==> src/rtl/node_table_writer.sv <==
// Node-ID table write controller: scans the bank for an ID, appends it when
// absent, and reports the index that holds it.
module node_table_writer #(
    parameter int WORD_WIDTH = 16,
    parameter int MEM_DEPTH  = 64,
    parameter int ADDR_WIDTH = 6
) (
    input  logic                  clk,
    input  logic                  rst,
    input  logic                  tbl_clear,
    input  logic                  in_valid,
    output logic                  in_ready,
    input  logic [WORD_WIDTH-1:0] in_node_id,
    output logic [ADDR_WIDTH-1:0] mem_index,
    output logic                  mem_wr_en,
    output logic [WORD_WIDTH-1:0] mem_wdata,
    input  logic [WORD_WIDTH-1:0] mem_rdata,
    output logic                  out_valid,
    output logic [ADDR_WIDTH-1:0] out_index,
    output logic                  out_hit,
    output logic                  out_full,
    output logic [ADDR_WIDTH:0]   node_count
);

    localparam int CW = ADDR_WIDTH + 1;

    typedef enum logic [1:0] {
        IDLE  = 2'd0,
        SCAN  = 2'd1,
        WRITE = 2'd2,
        RESP  = 2'd3
    } state_t;

    state_t                  state_q, state_d;
    logic [WORD_WIDTH-1:0]   id_q;
    logic [CW-1:0]           cnt_q;
    logic [ADDR_WIDTH-1:0]   scan_q;
    logic                    iss_done_q;
    logic                    cmp_vld_q;
    logic [ADDR_WIDTH-1:0]   cmp_idx_q;
    logic                    full_q;
    logic [ADDR_WIDTH-1:0]   oidx_q;
    logic                    ohit_q;
    logic                    ofull_q;

    logic                    cmp_hit;
    logic                    cmp_last;
    logic                    tbl_full;
    logic                    scan_end;

    assign cmp_hit  = cmp_vld_q && (mem_rdata == id_q);
    assign cmp_last = cmp_vld_q && ({1'b0, cmp_idx_q} == cnt_q - CW'(1));
    assign tbl_full = (cnt_q == CW'(MEM_DEPTH));
    assign scan_end = ({1'b0, scan_q} == cnt_q - CW'(1));

    always_ff @(posedge clk) begin
        if (rst) begin
            state_q <= IDLE;
        end else begin
            state_q <= state_d;
        end
    end

    always_comb begin
        state_d = state_q;
        unique case (state_q)
            IDLE: begin
                if (in_valid && !tbl_clear) begin
                    state_d = (cnt_q == '0) ? WRITE : SCAN;
                end
            end
            SCAN: begin
                if (cmp_hit) begin
                    state_d = RESP;
                end else if (cmp_last) begin
                    state_d = WRITE;
                end
            end
            WRITE:   state_d = RESP;
            RESP:    state_d = IDLE;
            default: state_d = IDLE;
        endcase
    end

    // A full-table miss still passes through WRITE (write suppressed) so
    // every miss has the same accept-to-result latency.
    always_comb begin
        in_ready  = (state_q == IDLE) && !tbl_clear;
        out_valid = (state_q == RESP);
        mem_wr_en = (state_q == WRITE) && !full_q;
        mem_index = '0;
        mem_wdata = '0;
        if (state_q == SCAN) begin
            mem_index = scan_q;
        end else if (mem_wr_en) begin
            mem_index = cnt_q[ADDR_WIDTH-1:0];
            mem_wdata = id_q;
        end
    end

    always_ff @(posedge clk) begin
        if (rst) begin
            id_q       <= '0;
            cnt_q      <= '0;
            scan_q     <= '0;
            iss_done_q <= 1'b0;
            cmp_vld_q  <= 1'b0;
            cmp_idx_q  <= '0;
            full_q     <= 1'b0;
            oidx_q     <= '0;
            ohit_q     <= 1'b0;
            ofull_q    <= 1'b0;
        end else begin
            unique case (state_q)
                IDLE: begin
                    if (tbl_clear) begin
                        cnt_q <= '0;
                    end else if (in_valid) begin
                        id_q       <= in_node_id;
                        scan_q     <= '0;
                        iss_done_q <= 1'b0;
                        cmp_vld_q  <= 1'b0;
                        full_q     <= 1'b0;
                    end
                end
                SCAN: begin
                    cmp_vld_q <= !iss_done_q;
                    cmp_idx_q <= scan_q;
                    if (!iss_done_q) begin
                        if (scan_end) begin
                            iss_done_q <= 1'b1;
                        end else begin
                            scan_q <= scan_q + 1'b1;
                        end
                    end
                    if (cmp_hit) begin
                        oidx_q  <= cmp_idx_q;
                        ohit_q  <= 1'b1;
                        ofull_q <= 1'b0;
                    end else if (cmp_last && tbl_full) begin
                        full_q <= 1'b1;
                    end
                end
                WRITE: begin
                    ohit_q  <= 1'b0;
                    ofull_q <= full_q;
                    oidx_q  <= full_q ? '0 : cnt_q[ADDR_WIDTH-1:0];
                    if (!full_q && !tbl_full) begin
                        cnt_q <= cnt_q + CW'(1);
                    end
                end
                default: ;
            endcase
        end
    end

    assign out_index  = oidx_q;
    assign out_hit    = ohit_q;
    assign out_full   = ofull_q;
    assign node_count = cnt_q;

endmodule

==> config.mk <==
export PLATFORM = sky130hd
export DESIGN_NAME = node_table_writer
export DESIGN_NICKNAME = d
export VERILOG_FILES = /design/src/rtl/node_table_writer.sv
export SDC_FILE = /design/constraint.sdc
export NUM_CORES = 1
export LEC_CHECK = 0
export CORE_MARGIN = 10
export CORE_UTILIZATION = 35
export CTS_BUF_LIST = sky130_fd_sc_hd__clkbuf_4 sky130_fd_sc_hd__clkbuf_8 sky130_fd_sc_hd__clkbuf_16
export DETAILED_ROUTE_END_ITERATION = 10
export PLACE_DENSITY = 0.67
export SLEW_MARGIN = 10
export SYNTH_ARGS = -nofsm -noshare
export SYNTH_HDL_FRONTEND = slang
export SYNTH_SLANG_ARGS = --single-unit
==> constraint.sdc <==
create_clock -name clk -period 2.7 [get_ports clk]
set_input_delay 0.54 -clock clk [delete_from_list [all_inputs] [get_ports clk]]
set_output_delay 0.54 -clock clk [all_outputs]
set_load 0.05 [all_outputs]
* Word level (Yosys, flattened, before mapping)
Cells that the tools add are included.
** Storage, ports and cells
- Register bits :: 48
- Output and inout port bits :: 40
- Bits of input ports :: 36
** Operators by class
- Muxes and demuxes :: 33
- $add $sub $neg :: 3
- Equality and inequality tests :: 18
- Bitwise operators :: 1
- Reduce and logical (&&, ||, !) cells :: 23
** Operators with widths (number)
- $mux 6 :: 8
- $mux 16 :: 2
- $pmux 6 s2 :: 2
- $eq 16x16->1 :: 1
- $ne 2x2->1 const B :: 8
- $eq 6x7->1 :: 2
- $mux 7 :: 2
- $pmux 7 s2 :: 1
- $pmux 1 s2 :: 5
- $reduce_and 5->1 :: 2
- $reduce_and 3->1 :: 3
- $mux 1 :: 8
- $mux 2 :: 4
- $pmux 2 s4 :: 1
- $add 7x1->7 const B :: 1
- $eq 7x7->1 const B :: 1
- $logic_and 1x1->1 :: 7
- $logic_not 7->1 :: 1
- $sub 7x1->7 const B :: 1
- $add 6x1->6 const B :: 1
- $reduce_bool 2->1 :: 3
- $eq 2x2->1 const B :: 2
- $logic_not 1->1 :: 4
- $ne 2x1->1 const B :: 2
- other kinds (5) :: 6

* Logic depth before layout (Yosys ltp)
Gate-level depths: netlist (run 1).
- Depth in word-level cells :: 7
- Depth in mapped cells :: 11
- Gate-level depth less buffers :: 9

* Worst setup path after synthesis (run 1)
Ideal clock, no wire load.
- Kind :: register to output
- From :: reg state_q[1]
- To :: out mem_index[2]
- Slack :: 0.122 ns
- Cell stages (with the launch flop) :: 8
- Arrival time :: 2.038 ns
- Path through :: dfxtp_1 > inv_1 > ha_1 > buf_1 > nor3_1 > clkbuf_1 > nand2_1 > o21ai_0
** Between the ends
- Longest elaborated chain between the ends :: 4
- Elaborated cells on any way between the ends :: 5
- Those cells by class :: 2 x eq/ne; 2 x mux; 1 x reduce/logical
** Ends and longest elaborated chain
- start, declared :: line 34 : state_t state_q, state_d;
- start signal, assigned :: line 60 : state_q <= state_d;
- $eq 2x2->1 :: line 90 : mem_wr_en = (state_q == WRITE) && !full_q;
- $logic_and 1x1->1 :: line 90
- $mux 6 :: line 95 : end else if (mem_wr_en) begin
- $mux 6 * :: line 93 : if (state_q == SCAN) begin
- end, declared :: line 14 : output logic [ADDR_WIDTH-1:0] mem_index,
Every way passes the cells marked *; elsewhere a longest branch is shown, timed or not.

* Final worst setup path (run 1)
Same ends and word-level chain as after synthesis.

==> flow_summary_export.csv, run 1 <==
group,metric,value,unit
global_routing,grt_overflow,0,
logic_synthesis,synth-edff-count,0,
clocking,hold_buffers,0,
place,dpl.cell_count,520,
logic_synthesis,synthMuxAreaShare,5.81,%
place,place.gp.congestion,0.818,
finish,multi_input_area,0.00167,mm^2
global_routing,grt_pass1_wl,13400,um
drt,drcViolationCount,0,
place,hpwlAfterDp,6550,um
logic_synthesis,synth-xor-area-share,11.0,%
drt,ant_nets,0,
floorplanning,dieArea,0.0119,mm^2
logic_synthesis,avgSynthCellArea,8.02,um^2
critical_path,crit_top_cell,"buf_12",
power,switching_power,0.000884,W
clocking,cts_max_path_buffers,2,
timing,period_share,94.8,%
timing,hold_ws,0.483,ns
drt,num_vias,2655,
clocking,cts_buffers,5,
timing,timing.fmax,391,MHz
global_routing,grt_max_degree,21,
outcome,status,"completed",
logic_synthesis,syn_nets,390,
critical_path,worst_path_max_delay_cell,"nor3_2",
floorplanning,core,0.00773,mm^2
place,port_buffers,75,
logic_synthesis,ys_warn_count,0,
logic_synthesis,synth_top_family_by_area,"simple AND/OR/NAND/NOR gates",
logic_synthesis,postSynthRegisterBits,48,
power,internal_power,0.00142,W
timing,slew_headroom,50.9,%
global_routing,antenna_found_initial,0,
logic_synthesis,synth-simple-area-share,25.8,%
finish,fillers,715,
logic_synthesis,synth_cell_type_count,49,
logic_synthesis,synth_compound_area_share,13.7,%
clocking,h-tree-depth,2,
floorplanning,rows,32,
power,peakVddDrop,0.257,mV
timing,hold_violations,0,
power,clockPowerShare,19.9,%
timing,min_period,2.56,ns
critical_path,critPathRequiredTime,2.16,ns
finish,fin_cells,528,
drt,vias_per_cell,5.03,
drt,wire_per_inst,15.7,um
power,powerDensity,570,mW/mm^2
critical_path,critical-path-max-stage-delay,0.40,ns
clocking,cts_resized,0,
finish,drive_above_1_share,14.6,%
finish,fin_nets,469,
clocking,clk-insertion-delay-late,0.31,ns
clocking,clk_pin_slew,0.09,ns
global_routing,track_usage,14.1,%
power,p_leak,1.50,nW
finish,area_growth,45.3,%
global_routing,grt_pass1_vias,2700,
logic_synthesis,synthArstFlopShare,0,%
clocking,post-cts-setup-buffers,0,
logic_synthesis,synth_flop_cell,"dfxtp_1",
critical_path,cp.arrival,2.02,ns
finish,antennaDiodeCount,0,
timing,setup_viol,0,
logic_synthesis,syn-cell-area,0.00278,mm^2
timing,rsz0062_at_grt,"false",
run,maxCapViolCount,0,
critical_path,cp_cell_sequence,"inv_1 -> ha_1 -> nor3_2 -> buf_12 -> nand2_1 -> o21ai_0 -> buf_12",
logic_synthesis,yosysSeqAreaShare,34.6,%
timing,drv_slew,0,
critical_path,critPathKind,"reg2out",
drt,drt_iter0_markers,140,
critical_path,critPathLaunchType,"register",
floorplanning,start_util,35.9,%
finish,regArea,961,um^2
power,seq_power_share,34.6,%
floorplanning,die_x,109,um
critical_path,setup.worst_path.end_class,"primary output",
power,switching_share,38.4,%
clocking,clock_sinks,48,
power,p_comb_share,45.5,%
drt,drt_wl_total,8270,um
floorplanning,io_pins,76,
logic_synthesis,synthAdderAreaFrac,3.61,%
timing,final.setup_skew,0.0199,ns
logic_synthesis,synthCells,346,
timing,max_slew.worst_pin.slew,0.734,ns
hold_path,min_path_type,"reg2reg",
clocking,clock-root-buffer,"clkbuf_8",
drt,first_pass_iters,4,
critical_path,cp_max_fo,20,
floorplanning,dieHeight,109,um
clocking,cts_tree,"done",
## Yosys cell counts, types with 4 or more instances
cell,number,area (um^2)
nand2_1,49,184
dfxtp_1,48,961
a21oi_1,33,165
nor2_1,32,120
and2_1,20,125
xor2_1,18,158
xnor2_1,17,149
mux2i_1,15,150
inv_1,13,48.8
clkbuf_1,10,37.5
nand3_1,9,45.0
ha_1,8,100
nand4_1,7,43.8
nor3_1,5,25.0
o21ai_0,5,25.0
a22o_1,4,35.0
nand2b_1,4,25.0
or3_1,4,25.0
## routing by layer
| layer | global-route usage, % | part of all wire [%] | vias to the layer above |
|---|---|---|---|
| li1 | - | - | 1322 |
| met1 | 15.9 | 40 | 1221 |
| met2 | 23.1 | 45 | 106 |
| met3 | 7.55 | 14 | 6 |
| met4 | 3.30 | 0.83 | 0 |
| met5 | 0 | 0 | - |
## registers in the layout (all words and copies together) (netlist names)
| register | count |
|---|---|
| node_count | 7 |
| full_q | 1 |
| state_q | 2 |
| out_full | 1 |
| cmp_vld_q | 1 |
| out_index | 6 |
| out_hit | 1 |
| scan_q | 6 |
| id_q | 16 |
| cmp_idx_q | 6 |
| iss_done_q | 1 |
## worst max-delay path: cells and delay by family (launching register included)
family / cells / cell delay (ns)
adders and majority gates: 1 / 0.23
and+or+nand+nor: 2 / 0.46
AOI/OAI and AO/OA: 1 / 0.19
DFF: 1 / 0.36
buffers and inverters: 3 / 0.49
## layout make-up
cell class	count	area share (%)
Timing Repair Buffer	92	28.0
Clock buffer	7	2.08
Clock inverter	1	0.217
Tap cell	102	3.16
Sequential cell	48	23.8
Inverter	14	1.30
Multi-Input combinational cell	264	41.4
## cells by family (layout without fill, tap and decap cells)
logic type,after synthesis,in the layout
compound gates,61,61
xor+xnor,35,35
fa+ha+maj,8,8
buf+inv,34,114
flops,48,48
mux,16,16
simple gates,144,144
## metrics by stage
step | cell area (um^2) | util (%) | power (W) | TNS (ns) | worst slack (ns)
finish | 4030 | 52.2 | 0.00230 | 0 | 0.140
global route | 4030 | 52.2 | 0.00244 | 0 | 0.0226
CTS | 4030 | 52.2 | 0.00232 | 0 | 0.104
detailed placement | 3940 | 51.0 | 0.00186 | -0.821 | -0.122
global placement | 3940 | 51.0 | 0.00185 | -0.759 | -0.108
floorplan | 2780 | - | 0.00145 | 0 | 0.122
## cells in the final DEF, fill, tap and decap left out, types with 2 or more instances in the layout
cell,n
ha_1,8
a22o_1,4
o21ai_0,5
nand3_1,9
clkbuf_8,5
nor3b_1,2
or3_1,4
a32oi_1,2
a21oi_1,33
inv_1,13
nand4_1,7
nor3_2,3
mux2i_1,15
nor2_1,32
a21o_1,2
and2_1,20
buf_12,25
nand2b_1,4
clkdlybuf4s50_1,51
xnor2_1,17
nor4_1,3
nand2_1,49
a211oi_1,2
clkbuf_4,2
xor2_1,18
buf_4,16
nor3_1,4
a31oi_1,2
dfxtp_1,48
a31o_2,2
## power groups by stage
stage | clock network, W | logic [W] | registers, W
finish | 0.000458 | 0.00105 | 0.000796
global route | 0.000495 | 0.00114 | 0.000803
CTS | 0.000470 | 0.00105 | 0.000797
detailed placement | 0 | 0.00105 | 0.000814
global placement | 0 | 0.00104 | 0.000811
floorplan | 0 | 0.000630 | 0.000819
## worst paths after layout
path	end	depth (start not counted)	slack [ns]	start
setup / recovery	mem_index[2]	7	0.14	state_q[1]
hold / removal	id_q[3]	2	0.48	id_q[3]
setup reg to reg	scan_q[3]	9	0.40	node_count[0]
hold reg to reg	id_q[3]	2	0.48	id_q[3]
Note: power is estimated with default switching activity, not from simulation.
==> run 2, diff against run 1 <==
Settings changed: CELL_PAD_IN_SITES_DETAIL_PLACEMENT set to 1, CELL_PAD_IN_SITES_GLOBAL_PLACEMENT set to 2, CORE_UTILIZATION 35 to 27, PLACE_DENSITY 0.67 to 0.85.
==> flow_summary_export.csv, run 2 (same netlist as run 1, synthesis figures left out) <==
group,metric,value,unit
critical_path,crit_top_cell,"buf_12",
timing,min_period,2.55,ns
critical_path,worst_path_max_delay_cell,"dfxtp_1",
drt,ant_nets,0,
global_routing,grt_max_degree,19,
place,place.gp.congestion,0.812,
timing,slew_headroom,51.3,%
floorplanning,rows,36,
critical_path,critPathKind,"reg2out",
finish,fin_nets,470,
clocking,cts_buffers,5,
timing,final.setup_skew,0.00219,ns
critical_path,critPathLaunchType,"register",
timing,timing.fmax,393,MHz
drt,drt_iter0_markers,79,
hold_path,min_path_type,"reg2reg",
place,dp_slack,-0.0720,ns
clocking,clock-root-buffer,"clkbuf_8",
clocking,clk-insertion-delay-late,0.31,ns
floorplanning,core,0.00991,mm^2
critical_path,setup.worst_path.end_class,"primary output",
global_routing,antenna_found_initial,0,
floorplanning,start_util,28.0,%
finish,final_area,0.00413,mm^2
finish,fillers,1193,
timing,fin_ws,0.153,ns
drt,first_pass_iters,5,
clocking,cts_tree,"done",
clocking,cts_max_path_buffers,2,
drt,wire_per_inst,16.8,um
timing,drv_slew,0,
place,dpl.cell_count,551,
clocking,clock_sinks,48,
drt,vias_per_cell,4.79,
floorplanning,dieArea,0.0147,mm^2
global_routing,grt_pass1_wl,15600,um
clocking,h-tree-depth,2,
timing,hold_ws,0.493,ns
critical_path,cp.arrival,2.01,ns
global_routing,grt_overflow,0,
timing,hold_violations,0,
finish,largest_register_ffs,16,
run,maxCapViolCount,0,
critical_path,cp_cell_sequence,"inv_1 -> ha_1 -> clkinv_1 -> nor3_4 -> buf_4 -> buf_12 -> and2_1 -> buf_12",
drt,drcViolationCount,0,
drt,num_vias,2685,
floorplanning,die_x,121,um
global_routing,track_usage,13.1,%
timing,rsz0062_at_grt,"false",
timing,max_slew.worst_pin.slew,0.728,ns
finish,final_cell_mix,"clkdlybuf4s50_1 (51), nand2_1 (49), dfxtp_1 (48), a21oi_1 (33), nor2_1 (32)",
finish,antennaDiodeCount,0,
place,port_buffers,75,
timing,setup_viol,0,
critical_path,critPathRequiredTime,2.16,ns
finish,area_growth,48.8,%
floorplanning,dieHeight,121,um
power,peakVddDrop,0.250,mV
floorplanning,io_pins,76,
timing,period_share,94.3,%
finish,drive_above_1_share,14.8,%
finish,regMostFlops,"id_q",
outcome,status,"completed",
finish,fin_cells,560,
place,hpwlAfterDp,7480,um
global_routing,grt_pass1_vias,2896,
place,placed_cell_area,0.00398,mm^2
power,powerDensity,613,mW/mm^2
critical_path,cp_max_fo,16,
critical_path,critical-path-max-stage-delay,0.37,ns
drt,drt_wl_total,9410,um
clocking,clk_pin_slew,0.10,ns
power,p_leak,1.52,nW
finish,final_common_cell,"clkdlybuf4s50_1",
-- run 2: changes by cell type in the layout (fill, tap and decap cells not counted), sizes merged --
cell,delta
clkinv,-1
buf,+1
inv,+1
bufinv,+2
clkbuf,-2
-- run 2: layout make-up --
type / instances / area, um^2 / share of cell area (%)
Clock inverter: 3 / 68.8 / 1.67
Inverter: 14 / 52.6 / 1.27
Multi-Input combinational cell: 264 / 1680 / 40.6
Timing Repair Buffer: 93 / 1140 / 27.6
Tap cell: 133 / 166 / 4.03
Sequential cell: 48 / 961 / 23.3
Clock buffer: 5 / 68.8 / 1.67
-- run 2: metal layers --
metal / GRT usage [%] / up-vias / share of wire [%]
met4: 3.13 / 0 / 0.92
met2: 21.7 / 65 / 47
met3: 6.05 / 6 / 8.7
li1: - / 1319 / -
met5: 0 / - / 0
met1: 15.1 / 1295 / 43
-- run 2: worst max-delay path: cells and delay by family, from the launching register on --
kind                       cells  cell delay (ns)
adders and majority gates      1             0.19
DFF                            1             0.37
buffers and inverters          5             0.70
and+or+nand+nor                2             0.43
-- run 2: metrics by stage --
| step | util [%] | power, W | TNS, ns |
|---|---|---|---|
| after global placement | 40.2 | 0.00186 | -0.290 |
| after floorplan | - | 0.00145 | 0 |
| after CTS | 41.6 | 0.00255 | 0 |
| after global routing | 41.7 | 0.00268 | 0 |
| after detailed placement | 40.2 | 0.00189 | -0.394 |
| final | 41.7 | 0.00253 | 0 |
-- run 2: power by group --
part	total, W	internal [W]	switching, W
Clock	0.000649	0.000373	0.000275
Combinational	0.00108	0.000469	0.000613
Sequential	0.000800	0.000756	0.0000444
-- run 2: repair_timing --
item                                    CTS  global route
endpoints found under the setup margin   17            17
gates resized for setup                   1             0
pin swaps                                 0             1
buffers inserted                          0             1
hold buffers                              0             0
-- run 2: final timing paths --
| path | start | end | slack, ns | cells past startpoint |
|---|---|---|---|---|
| max | state_q[0] | mem_wdata[5] | 0.15 | 8 |
| min | id_q[9] | id_q[9] | 0.49 | 2 |
| max reg2reg | node_count[2] | state_q[1] | 0.42 | 7 |
| min reg2reg | id_q[9] | id_q[9] | 0.49 | 2 |
